File: src/rtl/wb_port_arbiter.sv
// wb_port_arbiter: shares the register-file write port between writeback and the MDU.
// Optional statistics outputs are enabled with the WB_ARB_STATS_EN macro.
module wb_port_arbiter #(
    parameter int STARVE_LIMIT = 4,
    parameter int CNT_W        = 3
) (
    input  logic        clk,
    input  logic        rst_n,
    input  logic        wb_wreg,
    input  logic [4:0]  wb_destR,
    input  logic [31:0] wb_dest,
    input  logic        mdu_req,
    input  logic [4:0]  mdu_destR,
    input  logic [31:0] mdu_data,
    output logic        mdu_ack,
    output logic        mdu_drop,
    output logic        stall_req,
    output logic        rf_we,
    output logic [4:0]  rf_waddr,
    output logic [31:0] rf_wdata
`ifdef WB_ARB_STATS_EN
    ,
    output logic [15:0] stat_stalls,
    output logic [15:0] stat_drops
`endif
);

    localparam logic [CNT_W-1:0] LIMIT = CNT_W'(STARVE_LIMIT);
    localparam logic [CNT_W-1:0] ONE   = CNT_W'(1);

    typedef enum logic [1:0] {
        IDLE,
        WAIT,
        STALL
    } state_t;

    state_t           state;
    state_t           state_nx;
    logic [CNT_W-1:0] cnt;
    logic [CNT_W-1:0] cnt_nx;
    logic [CNT_W-1:0] cnt_inc;

    logic pw;
    logic mr;
    logic drop;
    logic grant;
    logic consumed;

    logic        rf_we_nx;
    logic [4:0]  rf_waddr_nx;
    logic [31:0] rf_wdata_nx;

    // Qualify both requesters and resolve who owns this cycle's slot.
    always_comb begin
        pw       = wb_wreg && (wb_destR != 5'd0);
        mr       = mdu_req && !mdu_ack;
        drop     = pw && mr && (wb_destR == mdu_destR);
        grant    = !pw && mr;
        consumed = drop || grant;
        cnt_inc  = cnt + ONE;
    end

    // Select the next write-port contents; the pipeline always wins.
    always_comb begin
        rf_we_nx    = 1'b0;
        rf_waddr_nx = rf_waddr;
        rf_wdata_nx = rf_wdata;
        if (pw) begin
            rf_we_nx    = 1'b1;
            rf_waddr_nx = wb_destR;
            rf_wdata_nx = wb_dest;
        end else if (mr) begin
            rf_we_nx    = (mdu_destR != 5'd0);
            rf_waddr_nx = mdu_destR;
            rf_wdata_nx = mdu_data;
        end
    end

    // Starvation FSM: count unserved MDU cycles and escalate to a stall.
    always_comb begin
        state_nx = state;
        cnt_nx   = cnt;
        unique case (state)
            IDLE: begin
                cnt_nx = '0;
                if (mr && !consumed) begin
                    cnt_nx   = ONE;
                    state_nx = (ONE == LIMIT) ? STALL : WAIT;
                end
            end
            WAIT: begin
                if (!mr || consumed) begin
                    state_nx = IDLE;
                    cnt_nx   = '0;
                end else begin
                    cnt_nx = cnt_inc;
                    if (cnt_inc == LIMIT) begin
                        state_nx = STALL;
                    end
                end
            end
            STALL: begin
                if (!mr || consumed) begin
                    state_nx = IDLE;
                    cnt_nx   = '0;
                end
            end
            default: begin
                state_nx = IDLE;
                cnt_nx   = '0;
            end
        endcase
    end

    // FSM state and counter registers.
    always_ff @(posedge clk or negedge rst_n) begin
        if (!rst_n) begin
            state <= IDLE;
            cnt   <= '0;
        end else begin
            state <= state_nx;
            cnt   <= cnt_nx;
        end
    end

    // Registered write port, handshake pulses and stall request.
    always_ff @(posedge clk or negedge rst_n) begin
        if (!rst_n) begin
            rf_we     <= 1'b0;
            rf_waddr  <= 5'd0;
            rf_wdata  <= 32'd0;
            mdu_ack   <= 1'b0;
            mdu_drop  <= 1'b0;
            stall_req <= 1'b0;
        end else begin
            rf_we     <= rf_we_nx;
            rf_waddr  <= rf_waddr_nx;
            rf_wdata  <= rf_wdata_nx;
            mdu_ack   <= consumed;
            mdu_drop  <= drop;
            stall_req <= (state_nx == STALL);
        end
    end

`ifdef WB_ARB_STATS_EN
    logic stall_entry;

    // A stall episode starts when the FSM moves into STALL from elsewhere.
    always_comb begin
        stall_entry = (state_nx == STALL) && (state != STALL);
    end

    // Saturating event counters for stall episodes and WAW drops.
    always_ff @(posedge clk or negedge rst_n) begin
        if (!rst_n) begin
            stat_stalls <= 16'd0;
            stat_drops  <= 16'd0;
        end else begin
            if (stall_entry && (stat_stalls != 16'hFFFF)) begin
                stat_stalls <= stat_stalls + 16'd1;
            end
            if (drop && (stat_drops != 16'hFFFF)) begin
                stat_drops <= stat_drops + 16'd1;
            end
        end
    end
`endif

endmodule
File: config.mk
export PLATFORM = sky130hd
export DESIGN_NAME = wb_port_arbiter
export DESIGN_NICKNAME = d
export VERILOG_FILES = /design/src/rtl/wb_port_arbiter.sv
export SDC_FILE = /design/constraint.sdc
export NUM_CORES = 1
export LEC_CHECK = 0
export ABC_CLOCK_PERIOD_IN_PS = 5150
export CORE_ASPECT_RATIO = 1.25
export CORE_MARGIN = 3
export CORE_UTILIZATION = 43
export CTS_CLUSTER_SIZE = 14
export DETAILED_ROUTE_END_ITERATION = 12
export PLACE_DENSITY = 0.9
export SYNTH_ARGS = -nofsm -noshare
export SYNTH_HDL_FRONTEND = slang
export SYNTH_SLANG_ARGS = --single-unit
File: constraint.sdc
create_clock -name clk -period 5.15 [get_ports clk]
set_input_delay 1.03 -clock clk [delete_from_list [all_inputs] [get_ports clk]]
set_output_delay 1.03 -clock clk [all_outputs]
set_load 0.01 [all_outputs]
=== Word-level counts from Yosys, hierarchy flattened ===
Cells that the tools add are included.

* Register bits: 46
* Output and inout bits: 41
* Logic and storage cells: 46

* Add/subtract/negate cells: 1
* Equal/unequal tests: 6
* Muxes and demuxes: 15
* Reduce and logical (&&, ||, !) cells: 16

{| class="wikitable"
|+ Operators by type and width
! kind !! count
|-
| $mux W32 || 2
|-
| $mux W5 || 2
|-
| $reduce_bool A5 Y1 || 2
|-
| $pmux W3 S3 || 1
|-
| $mux W2 || 4
|-
| $logic_and A1 B1 Y1 || 6
|-
| $mux W3 || 2
|-
| $pmux W2 S3 || 1
|-
| $eq A5 B5 Y1 || 1
|-
| $eq A2 B2 Y1 const B || 2
|-
| $logic_not A1 Y1 || 4
|-
| $add A3 B1 Y3 const B || 1
|-
| $eq A3 B3 Y1 const B || 1
|-
| $mux W1 || 3
|-
| $eq A2 B1 Y1 const B || 1
|-
| $logic_not A2 Y1 || 1
|-
| $logic_or A1 B1 Y1 || 2
|-
| $ne A2 B2 Y1 const B || 1
|-
| $reduce_bool A2 Y1 || 1
|}

=== Longest topological paths before layout ===
* Depth after elaboration: 10
* Depth in mapped cells: 5
* Depth with buffers taken out: 4

=== Least setup slack after synthesis ===
Ideal clock, no wire load.

* Path kind: in2reg
* From: input port wb_destR[3]
* To: register rf_wdata[10]
* Library setup time: 0.125 ns
* Arrival: 2.311 ns
* Data required time: 5.025 ns
* Slack: 2.714 ns
* Cell stages on the path: 4
* Path buffers: 1
* Cells stage by stage: or4_4 o21ai_4 buf_6 mux2_2

* Cells in the longest elaborated chain, start to end: 3
* Elaborated cells on any way between the ends: 4

{| class="wikitable"
|+ RTL lines
! element !! line !! source
|-
| from (decl) || 10 || <nowiki>input logic [4:0] wb_destR,</nowiki>
|-
| $reduce_bool A5 Y1 * || 55 || <nowiki>pw = wb_wreg && (wb_destR != 5'd0);</nowiki>
|-
| $logic_and A1 B1 Y1 * || 55 ||
|-
| $mux W32 or $reduce_bool A2 Y1 (tied branches) || - ||
|-
| to (signal assigned) || 138 || <nowiki>rf_wdata <= rf_wdata_nx;</nowiki>
|-
| to (decl) || 20 || <nowiki>output logic [31:0] rf_wdata</nowiki>
|}

Every way passes the cells marked *; elsewhere a longest branch is shown, timed or not.
A chain may end at the register's enable or synchronous reset.

=== Final worst setup path ===
* From: input port wb_destR[3]
* To: register rf_wdata[7]

Same word-level chain as after synthesis.

==> results_dict.tcl <==
set metrics [dict create \
    switching_share_pct 24.69 \
    layout_common_cells "117 x sky130_fd_sc_hd__clkdlybuf4s50_1, 65 x sky130_fd_sc_hd__mux2_2, 46 x sky130_fd_sc_hd__dfrtp_1" \
    grt_pass1_vias 1940 \
    finalSetupTns_ns 0 \
    die_width_um 71.52 \
    clock_transition_at_the_registers_of_the_reported_paths_ns 0.08 \
    max_cap_viols 0 \
    tritoncts "built" \
    average_footprint_of_a_synthesized_cell_um2 13.65 \
    mappedNetlistNets 249 \
    hold-worst-slack_ns 0.5786 \
    initial_core_util_pct 45.10 \
    layout_worst_path_cycle_share_pct 61.15 \
    yosysUniqueCellTypes 27 \
    cts_htree_levels 2 \
    crit_type "in2reg" \
    finalNetCount 365 \
    antenna_found_initial 0 \
    final_hold_viols 0 \
    p_leak_uw 0.001470 \
    period_needed_ns 3.149 \
    post-route-worst-setup-slack_ns 2.001 \
    setup.worst_path.start_class "input pin" \
    share_of_layout_cells_above_drive_strength_1_pct 26.92 \
    drc_errors 0 \
    area_growth_pct 55.86 \
    io_buffer_count 118 \
    setup_violations 0 \
    cts_inserted_buffers 5 \
    internal-power_uw 680.9 \
    worst-slew-pin-transition_ns 1.043 \
    io_pins 119 \
    ctsRootBufferMaster "sky130_fd_sc_hd__clkbuf_8" \
    firstDrtPassIters 4 \
    worst-path-max-fanout 34 \
    synthesis.instances 169 \
    ys_warn_count 0 \
    placeableCoreArea_mm2 0.005116 \
    cp_data_arrival_time_ns 3.33 \
    place_hpwl_mm 4.374 \
    run_status "completed" \
    area_leader_netlist "sky130_fd_sc_hd__dfrtp_1" \
    cts_num_sinks 46 \
    ant_nets 0 \
    detailedPlace.worstSlack_ns 1.657 \
    gpl.final_weighted_congestion 0.7491 \
    sequentialPowerShare_pct 45.9 \
    clock_path_buffers 2 \
    vias 1775 \
    grt_overflow 0 \
    worstSetupEndpointType "flop" \
    layout_commonest_cell "sky130_fd_sc_hd__clkdlybuf4s50_1" \
    design.die.area_mm2 0.006286 \
    grt_setup_unrepaired "false" \
    worst_skew_pair.late_latency_ns 0.30 \
    share_comb_of_total_power_pct 29.4 \
    route.final.wire_length_mm 5.664 \
    slew_headroom_pct 30.18 \
    number_of_buffers_added_to_fix_hold_violations_after_cts 0 \
    max_freq_mhz 317.6 \
    die_y_um 87.90 \
    peakVddDrop_mv 0.1361 \
    finalMaxSlewViolations 0 \
    avgRoutedWirePerCell_um 16.28 \
    n_fill_cell 391 \
    fp-row-count 29 \
    clock_power_share_pct 24.7 \
    min_path_type "reg2reg" \
    first_iter_violations 48 \
    cts.repair_timing.setup_buffer_count 0 \
    worst_ep_required_time_ns 5.33 \
    dr_vias_cell 5.101 \
    pwr_density_cell_mw_per_mm2 251.4 \
    yosys.area.top_type_share_pct 49.89 \
    fin_util_pct 70.29 \
    ys_ff_latch 46 \
    fin_skew_ns 0.007403 \
    synth.yosys.seq_area_share_pct 49.89 \
    netlist_top_cells_area "sky130_fd_sc_hd__dfrtp_1 50%, sky130_fd_sc_hd__mux2_2 32%, sky130_fd_sc_hd__mux2i_1 2.2%" \
    syn_std_cell_area_mm2 0.002307 \
    grt_pass1_wl_mm 9.101 \
    global_route.usage.total_pct 18.75 \
    largest_net_degree_at_the_start_of_global_routing 47 \
    post_cts_resized 0 \
    antenna_cells_inserted 0 \
    net_switching_power_uw 223.2 \
]
-- worst paths after layout --
path                       slack (ns)  depth (start not counted)        start            to
max                              2.00                          4  wb_destR[3]   rf_wdata[7]
min                              0.58                          2     state[1]      state[0]
max reg2reg                      3.17                          3      mdu_ack  rf_wdata[21]
min reg2reg                      0.58                          2     state[1]      state[0]
max in group asynchronous        3.63                          1        rst_n   rf_wdata[6]
min in group asynchronous        0.90                          1        rst_n  rf_wdata[11]
-- state kept, by name (all words and copies together), names as in the netlist --
register and cells:
stall_req 1, mdu_ack 1, rf_waddr 5, mdu_drop 1
rf_wdata 32, cnt 3, rf_we 1, state 2
-- cell usage after synthesis --
library cell and number:
sky130_fd_sc_hd__ha_1 2, sky130_fd_sc_hd__xnor2_1 2, sky130_fd_sc_hd__a31oi_1 1, sky130_fd_sc_hd__a31o_2 1
sky130_fd_sc_hd__o21a_1 1, sky130_fd_sc_hd__nor3_1 1, sky130_fd_sc_hd__nand2_1 6, sky130_fd_sc_hd__o21ai_0 6
sky130_fd_sc_hd__o21ai_4 1, sky130_fd_sc_hd__buf_6 3, sky130_fd_sc_hd__and4_1 1, sky130_fd_sc_hd__clkbuf_1 4
sky130_fd_sc_hd__or4_4 1, sky130_fd_sc_hd__nor2b_1 3, sky130_fd_sc_hd__nand2b_1 1, sky130_fd_sc_hd__mux2i_1 5
sky130_fd_sc_hd__dfrtp_1 46, sky130_fd_sc_hd__mux2_2 65, sky130_fd_sc_hd__a211oi_1 6, sky130_fd_sc_hd__or4_1 1
sky130_fd_sc_hd__a22oi_1 2, sky130_fd_sc_hd__o211ai_1 1, sky130_fd_sc_hd__a22o_1 1, sky130_fd_sc_hd__xor2_1 4
sky130_fd_sc_hd__and3_1 1, sky130_fd_sc_hd__buf_2 2, sky130_fd_sc_hd__and2_1 1
-- power groups by stage --
| stage | Combinational (uW) | Sequential (uW) | Clock [uW] |
|---|---|---|---|
| final | 266 | 415 | 223 |
| after global routing | 287 | 421 | 242 |
| after CTS | 271 | 416 | 231 |
| after detailed placement | 270 | 423 | 0 |
| after global placement | 263 | 421 | 0 |
| after floorplan | 98.1 | 439 | 0 |
-- final cells by class --
cell class | count | area (um2) | share of cell area, %
Multi-Input combinational cell | 114 | 1100 | 30.58
Clock inverter | 1 | 5.005 | 0.1392
Timing Repair Buffer | 118 | 1176 | 32.71
Sequential cell | 46 | 1151 | 32.01
Tap cell | 62 | 77.57 | 2.157
Clock buffer | 7 | 86.33 | 2.401
-- stage by stage --
step | area [um2] | total power, uW | cells
after floorplan | 2307 | 537.2 | 169
after global placement | 3505 | 683.9 | 340
after detailed placement | 3505 | 692.8 | 340
after CTS | 3596 | 917.3 | 348
after global routing | 3596 | 950.5 | 348
final | 3596 | 904.2 | 348
-- cell families (layout without fill, tap and decap cells) --
kind of cell	count (synthesis)	after routing	share of synthesized area, %
mux	70	70	33.89
flops	46	46	49.89
compound gates	20	20	6.291
simple gates	16	16	4.014
buf+inv	9	126	2.549
xor+xnor	6	6	2.278
fa+ha+maj	2	2	1.084
-- routing by layer --
layer	track usage, %	routed length, um	vias to the layer above
met5	0	0	-
met4	5.641	60	0
met3	4.133	416	7
met2	36.20	3174	72
met1	20.15	2012	841
li1	-	-	855
-- critical path: stages --
cell                              delay, ns
sky130_fd_sc_hd__clkdlybuf4s50_1       0.45
sky130_fd_sc_hd__or4_4                 0.58
sky130_fd_sc_hd__o21ai_4               0.81
sky130_fd_sc_hd__mux2_2                0.42
Note: power is estimated with default switching activity, not from simulation.
